--- src/rtl/sysid_regs.sv ---
// rtl/sysid_regs.sv - Avalon-MM system ID, build timestamp, uptime counter and scratch register slave
module sysid_regs #(
    parameter logic [31:0] ID_VALUE     = 32'h5139_0A40,
    parameter logic [31:0] TIMESTAMP    = 32'h0,
    parameter int          NUM_SCRATCH  = 4,
    parameter int          READ_LATENCY = 1
) (
    input  logic        clock,
    input  logic        reset,
    input  logic [3:0]  address,
    input  logic        read,
    input  logic        write,
    input  logic [31:0] writedata,
    input  logic [3:0]  byteenable,
    output logic [31:0] readdata,
    output logic        readdatavalid
);

    localparam logic [3:0] ADDR_ID      = 4'd0;
    localparam logic [3:0] ADDR_TS      = 4'd1;
    localparam logic [3:0] ADDR_UP_LO   = 4'd2;
    localparam logic [3:0] ADDR_UP_HI   = 4'd3;
    localparam logic [3:0] ADDR_CONTROL = 4'd4;

    logic [63:0] cnt_q, cnt_d;
    logic [31:0] hi_q, hi_d;
    logic        en_q, en_d;
    logic        lock_q, lock_d;
    logic [31:0] scr_q [NUM_SCRATCH];
    logic [31:0] scr_d [NUM_SCRATCH];
    logic        pv_q [READ_LATENCY];
    logic        pv_d [READ_LATENCY];
    logic [31:0] pd_q [READ_LATENCY];
    logic [31:0] pd_d [READ_LATENCY];

    logic        rd_acc;
    logic        ctrl_wr;
    logic        clr;
    logic [31:0] rd_data;

    always_comb begin
        // A simultaneous write wins; the read is dropped entirely.
        rd_acc  = read & ~write;
        ctrl_wr = write && (address == ADDR_CONTROL);
        clr     = ctrl_wr && byteenable[0] && writedata[1];

        rd_data = '0;
        case (address)
            ADDR_ID:      rd_data = ID_VALUE;
            ADDR_TS:      rd_data = TIMESTAMP;
            ADDR_UP_LO:   rd_data = cnt_q[31:0];
            ADDR_UP_HI:   rd_data = hi_q;
            ADDR_CONTROL: rd_data = {23'b0, lock_q, 7'b0, en_q};
            default: begin
                for (int i = 0; i < NUM_SCRATCH; i++) begin
                    if (address == 4'(8 + i)) rd_data = scr_q[i];
                end
            end
        endcase

        if (clr)       cnt_d = '0;
        else if (en_q) cnt_d = cnt_q + 64'd1;
        else           cnt_d = cnt_q;

        // High half is latched on the same edge the low half is returned.
        hi_d = (rd_acc && address == ADDR_UP_LO) ? cnt_q[63:32] : hi_q;

        en_d   = en_q;
        lock_d = lock_q;
        if (ctrl_wr) begin
            if (byteenable[0]) en_d = writedata[0];
            if (byteenable[1] && writedata[8]) lock_d = 1'b1;
        end

        for (int i = 0; i < NUM_SCRATCH; i++) begin
            scr_d[i] = scr_q[i];
            if (write && !lock_q && address == 4'(8 + i)) begin
                for (int b = 0; b < 4; b++) begin
                    if (byteenable[b]) scr_d[i][8*b +: 8] = writedata[8*b +: 8];
                end
            end
        end

        // Data is zeroed in empty slots so readdata is 0 whenever not valid.
        pv_d[0] = rd_acc;
        pd_d[0] = rd_acc ? rd_data : 32'h0;
        for (int i = 1; i < READ_LATENCY; i++) begin
            pv_d[i] = pv_q[i-1];
            pd_d[i] = pd_q[i-1];
        end
    end

    always_ff @(posedge clock or posedge reset) begin
        if (reset) begin
            cnt_q  <= '0;
            hi_q   <= '0;
            en_q   <= 1'b1;
            lock_q <= 1'b0;
            for (int i = 0; i < NUM_SCRATCH; i++) scr_q[i] <= '0;
            for (int i = 0; i < READ_LATENCY; i++) begin
                pv_q[i] <= 1'b0;
                pd_q[i] <= '0;
            end
        end else begin
            cnt_q  <= cnt_d;
            hi_q   <= hi_d;
            en_q   <= en_d;
            lock_q <= lock_d;
            for (int i = 0; i < NUM_SCRATCH; i++) scr_q[i] <= scr_d[i];
            for (int i = 0; i < READ_LATENCY; i++) begin
                pv_q[i] <= pv_d[i];
                pd_q[i] <= pd_d[i];
            end
        end
    end

    assign readdata      = pd_q[READ_LATENCY-1];
    assign readdatavalid = pv_q[READ_LATENCY-1];

endmodule
--- config.mk ---
export PLATFORM = sky130hd
export DESIGN_NAME = sysid_regs
export DESIGN_NICKNAME = d
export VERILOG_FILES = /design/src/rtl/sysid_regs.sv
export SDC_FILE = /design/constraint.sdc
export NUM_CORES = 1
export LEC_CHECK = 0
export CORE_MARGIN = 2
export CORE_UTILIZATION = 40
export DETAILED_ROUTE_END_ITERATION = 7
export SLEW_MARGIN = 20
export SYNTH_ARGS = -nofsm -noshare
export SYNTH_HDL_FRONTEND = slang
export SYNTH_SLANG_ARGS = --single-unit
--- constraint.sdc ---
create_clock -name clock -period 13.8 [get_ports clock]
set_clock_uncertainty 0.1 [all_clocks]
set_input_delay 1.38 -clock clock [delete_from_list [all_inputs] [get_ports clock]]
set_output_delay 1.38 -clock clock [all_outputs]
set_load 0.05 [all_outputs]
Yosys cells after proc, flatten, opt, wreduce, memory -nomap -nowiden
Cells that the tools add are included.
Widths: inputs -> output; s select.
{"block": "word_totals", "ff_bits": 259, "out_inout_bits": 33, "word_cells": 72, "in_bits": 44}
{"block": "op_classes", "bitwise_logic": 2, "add_sub_neg": 1, "reduce_logical": 31, "n_eq_ne": 8, "n_mux": 8}
{"op": "$mux 32", "n": 5}
{"op": "$pmux 32 s5", "n": 1}
{"op": "$mux 64", "n": 2}
{"op": "$add 64x1->64 const B", "n": 1}
{"op": "$reduce_and 2->1", "n": 18}
{"op": "$eq 4x4->1 const B", "n": 4}
{"op": "$logic_and 1x1->1", "n": 10}
{"op": "$eq 4x2->1 const B", "n": 2}
{"op": "$eq 4x1->1 const B", "n": 1}
{"op": "$eq 4x3->1 const B", "n": 1}
{"op": "$logic_not 4->1", "n": 1}
{"op": "$reduce_bool 2->1", "n": 1}
{"op": "$and 1x1->1", "n": 1}
{"op": "$logic_not 1->1", "n": 1}
{"op": "$not 1->1", "n": 1}

Longest topological paths before layout
{"block": "depth", "ltp_word": 7, "mapped_depth": 8}

Least setup slack after synthesis
Ideal clock, no wire load.
{"block": "synth_path", "path_kind": "input port to flip-flop", "from": "input port address[2]", "to": "register scr_q[0] (netlist name)", "arrival_time_ps": 2811, "n_path_buf": 2, "path_slack_ps": 10764, "t_required_ps": 13575, "stages": 6, "cell_sequence": "clkbuf_1 -> nor2_1 -> clkbuf_1 -> nand3_1 -> nor2_1 -> mux2_2"}
{"block": "synth_via", "elab_chain_cells": 3}
{"element": "start, declared", "line_no": "10", "source": "input logic [3:0] address,"}
{"element": "$eq 4x4->1", "line_no": "77", "source": "if (write && !lock_q && address == 4'(8 + i)) begin"}
{"element": "$logic_and 1x1->1", "line_no": "77"}
{"element": "$reduce_and 2->1 (no source line)"}
{"element": "end, declared", "line_no": "29", "source": "logic [31:0] scr_q [NUM_SCRATCH];"}
No other way between the ends.
A chain may end at the register's enable or synchronous reset.

Final worst setup path
{"block": "layout_path", "from": "input port address[2]", "to": "register scr_q[114] (netlist name)"}
Same word-level chain as after synthesis.

==> impl_metrics.csv <==
group,metric,value,unit
worst_setup_path,regToRegEndpoint,"cnt_q[56]",
sta,post-route-min-period,3.91,ns
layout,layout-drive-gt1-share,22.6,%
layout,design_area,0.0139,mm²
flow_run,drv_cap,0,
place,io_buffers,76,
die,rows,63,
synthesis,synth.ff_latch_count,259,
detailed_routing,drt_iter0_drc,751,
synthesis,seq_area_frac_synth,54.7,%
cts,cts_root_buf,"clkbuf_16",
hold_path,whs_path_depth,1,
detailed_routing,dr.pass1.iters,7,
sta,final-max-slew-violation-count,0,
global_routing,grt_antenna_before_repair,0,
synthesis,synth_cell_type_count,45,
worst_setup_path,cp_max_fo,19,
sta,fmax,256,MHz
synthesis,syn_area,0.0118,mm²
sta,finalSetupViolations,0,
detailed_routing,routed_via_density,5.64,
worst_setup_path,critical_path_required,14.12,ns
worst_setup_path,reg2reg_from,"cnt_q[19]",
global_routing,grt_max_degree,131,
worst_setup_path,critPathKind,"primary input to register",
detailed_routing,drcViolationCount,0,
status,status,"complete, no violations",
global_routing,grt_pass1_wl,48200,µm
cts,cts_buffers,27,
cts,cts_tree,"yes",
hold_path,hold_path_class,"register to register",
place,post_dp_cell_area,0.0130,mm²
global_routing,first_global_vias,8424,
sta,hold_violations,0,
cts,clockBufferDepth,3,
place,dp_hpwl,20300,µm
pwr,power_density,155,mW/mm²
cts,clock_sinks,259,
pwr,p_leak,0.00573,µW
worst_setup_path,worst_ep_arrival_time,4.23,ns
synthesis,synth_nets,1069,
cts,insertion_delay,0.56,ns
cts,cts-htree-levels,1,
sta,worst_pin_slew,1.03,ns
cts,cts-hold-fix-buffers,0,
detailed_routing,wirelength,30200,µm
cts,cts_resized,0,
sta,final.period_utilization,28.3,%
synthesis,yosysWarnings,0,
die,fp.dieArea,0.0310,mm²
sta,setup_tns,0,ns
layout,fillCellCount,2670,
global_routing,gr-total-overflow,0,
worst_setup_path,cp-start-kind,"primary input",
sta,relSlewSlack,31.3,%
layout,antenna-diode-count,0,
pwr,irDropWorstVdd,86.0,µV
cts,postCtsSetupBuffers,0,
hold_path,hp-start,"scr_q[15]",
sta,hold_ws,0.401,ns
worst_setup_path,ff2ff_path_depth,5,
detailed_routing,final_antenna_net_count,0,
die,ioPinCount,77,
cts,clk_pin_slew,0.06,ns
synthesis,syn_inst,1024,
place,routabilityCongestion,0.780,
worst_setup_path,rrSetupSlack,10.85,ns
layout,final_util,47.2,%
layout,syn_to_final_growth,17.0,%
hold_path,hold_end,"scr_q[15]",
die,core_area,0.0294,mm²
die,die_h,176,µm
sta,rsz0062_at_grt,"false",
global_routing,track_usage,19.7,%
detailed_routing,wl_per_cell,20.3,µm
worst_setup_path,end_kind,"register",
die,start_util,40.3,%
synthesis,syn_avg_cell_area,11.6,µm²
detailed_routing,vias,8410,
layout,nets,1131,
die,dieWidth,176,µm
synthesized netlist by cell type (all sizes together):
master | count | area, µm²
a211oi | 10 | 75.1
a21oi | 34 | 170
a221oi | 10 | 87.6
a22o | 20 | 175
a22oi | 22 | 165
a31o | 1 | 8.76
a31oi | 20 | 125
and2 | 2 | 12.5
and3 | 16 | 100
and4 | 3 | 26.3
buf | 9 | 42.5
clkbuf | 46 | 173
dfrtp | 258 | 6460
dfstp | 1 | 26.3
ha | 1 | 12.5
inv | 9 | 33.8
mux2 | 177 | 1990
mux2i | 14 | 140
mux4 | 2 | 45.0
nand2 | 96 | 360
nand2b | 4 | 25.0
nand3 | 28 | 145
nand4 | 34 | 231
nor2 | 68 | 255
nor2b | 4 | 25.0
nor3 | 12 | 81.3
nor3b | 1 | 18.8
nor4 | 4 | 31.3
o211ai | 1 | 7.51
o21a | 1 | 7.51
o21ai | 42 | 210
o21bai | 1 | 7.51
o31a | 1 | 8.76
o31ai | 10 | 75.1
or2 | 1 | 6.26
or3 | 15 | 93.8
or4 | 11 | 82.6
xnor2 | 7 | 61.3
xor2 | 28 | 245
metal layers:
layer  global-route usage, %  part of all wire (%)  vias up
met3                    2.50                   5.1       58
met1                    28.2                    45     4258
met4                    5.72                   2.6        0
li1                        -                     -     3856
met2                    31.6                    47      238
met5                       0                     0        -
cells by family (layout without fill, tap and decap cells):
group                    count (synthesis)  count (layout)  synth area share [%]
multiplexers                           193             193                  18.4
buffers and inverters                   64             142                  2.10
AO/OA/AOI/OAI                          173             173                  9.48
flip-flops                             259             259                  54.7
XOR/XNOR                                35              35                  2.59
AND/OR/NAND/NOR                        299             299                  12.6
adder cells (fa/ha/maj)                  1               1                 0.106
cell usage in the layout (no fill, tap or decap), drive strengths merged, types with 16 or more instances in the layout:
cell,n
a21oi,34
a22o,20
a22oi,22
a31oi,20
and3,16
clkbuf,36
clkdlybuf4s50,74
dfrtp,258
mux2,177
nand2,96
nand3,28
nand4,34
nor2,68
o21ai,42
xor2,28
flip-flops by register name (all words and copies together), names as in the netlist:
register	cells
readdatavalid	1
cnt_q	64
readdata	32
lock_q	1
scr_q	128
hi_q	32
en_q	1
where the power goes:
| part | internal (µW) | leakage, µW | switching, µW |
|---|---|---|---|
| sequential | 917 | 0.00320 | 138 |
| combinational | 181 | 0.00211 | 186 |
| clock | 431 | 0.000426 | 302 |
| total | 1530 | 0.00573 | 627 |
worst max path at each step:
| stage | from | to | slack (ns) | cells past startpoint |
|---|---|---|---|---|
| after detailed placement | address[2] | scr_q[112] | 9.40 | 6 |
| after global placement | address[2] | scr_q[113] | 9.43 | 6 |
| after floorplan | reset | cnt_q[0] | 5.19 | 1 |
| after CTS | address[2] | scr_q[113] | 9.96 | 6 |
| after global routing | address[2] | scr_q[118] | 9.77 | 6 |
| final | address[2] | scr_q[114] | 9.89 | 6 |
metrics by stage:
step                power, µW  setup slack (ns)  std cells
floorplan                1300              5.19       1024
global placement         1420              9.43       1447
detailed placement       1430              9.40       1447
CTS                      2180              9.96       1492
global route             2270              9.77       1492
finish                   2160              9.89       1492
cell type report:
| class | instances | area (µm²) | share of cell area [%] |
|---|---|---|---|
| clock buffer | 36 | 739 | 5.33 |
| clock inverter | 9 | 140 | 1.01 |
| inverter | 9 | 41.3 | 0.298 |
| multi-input combinational | 701 | 5130 | 37.0 |
| sequential | 259 | 6480 | 46.8 |
| tap | 390 | 488 | 3.52 |
| timing repair buffer | 88 | 843 | 6.08 |
worst max-delay path: stages:
cell and delay, ns:
clkdlybuf4s50_1 0.68, nand2b_1 0.30, nor3_2 0.60, buf_4 0.35, and3_1 0.51, mux2_2 0.39
(Power assumes the default switching activity.)
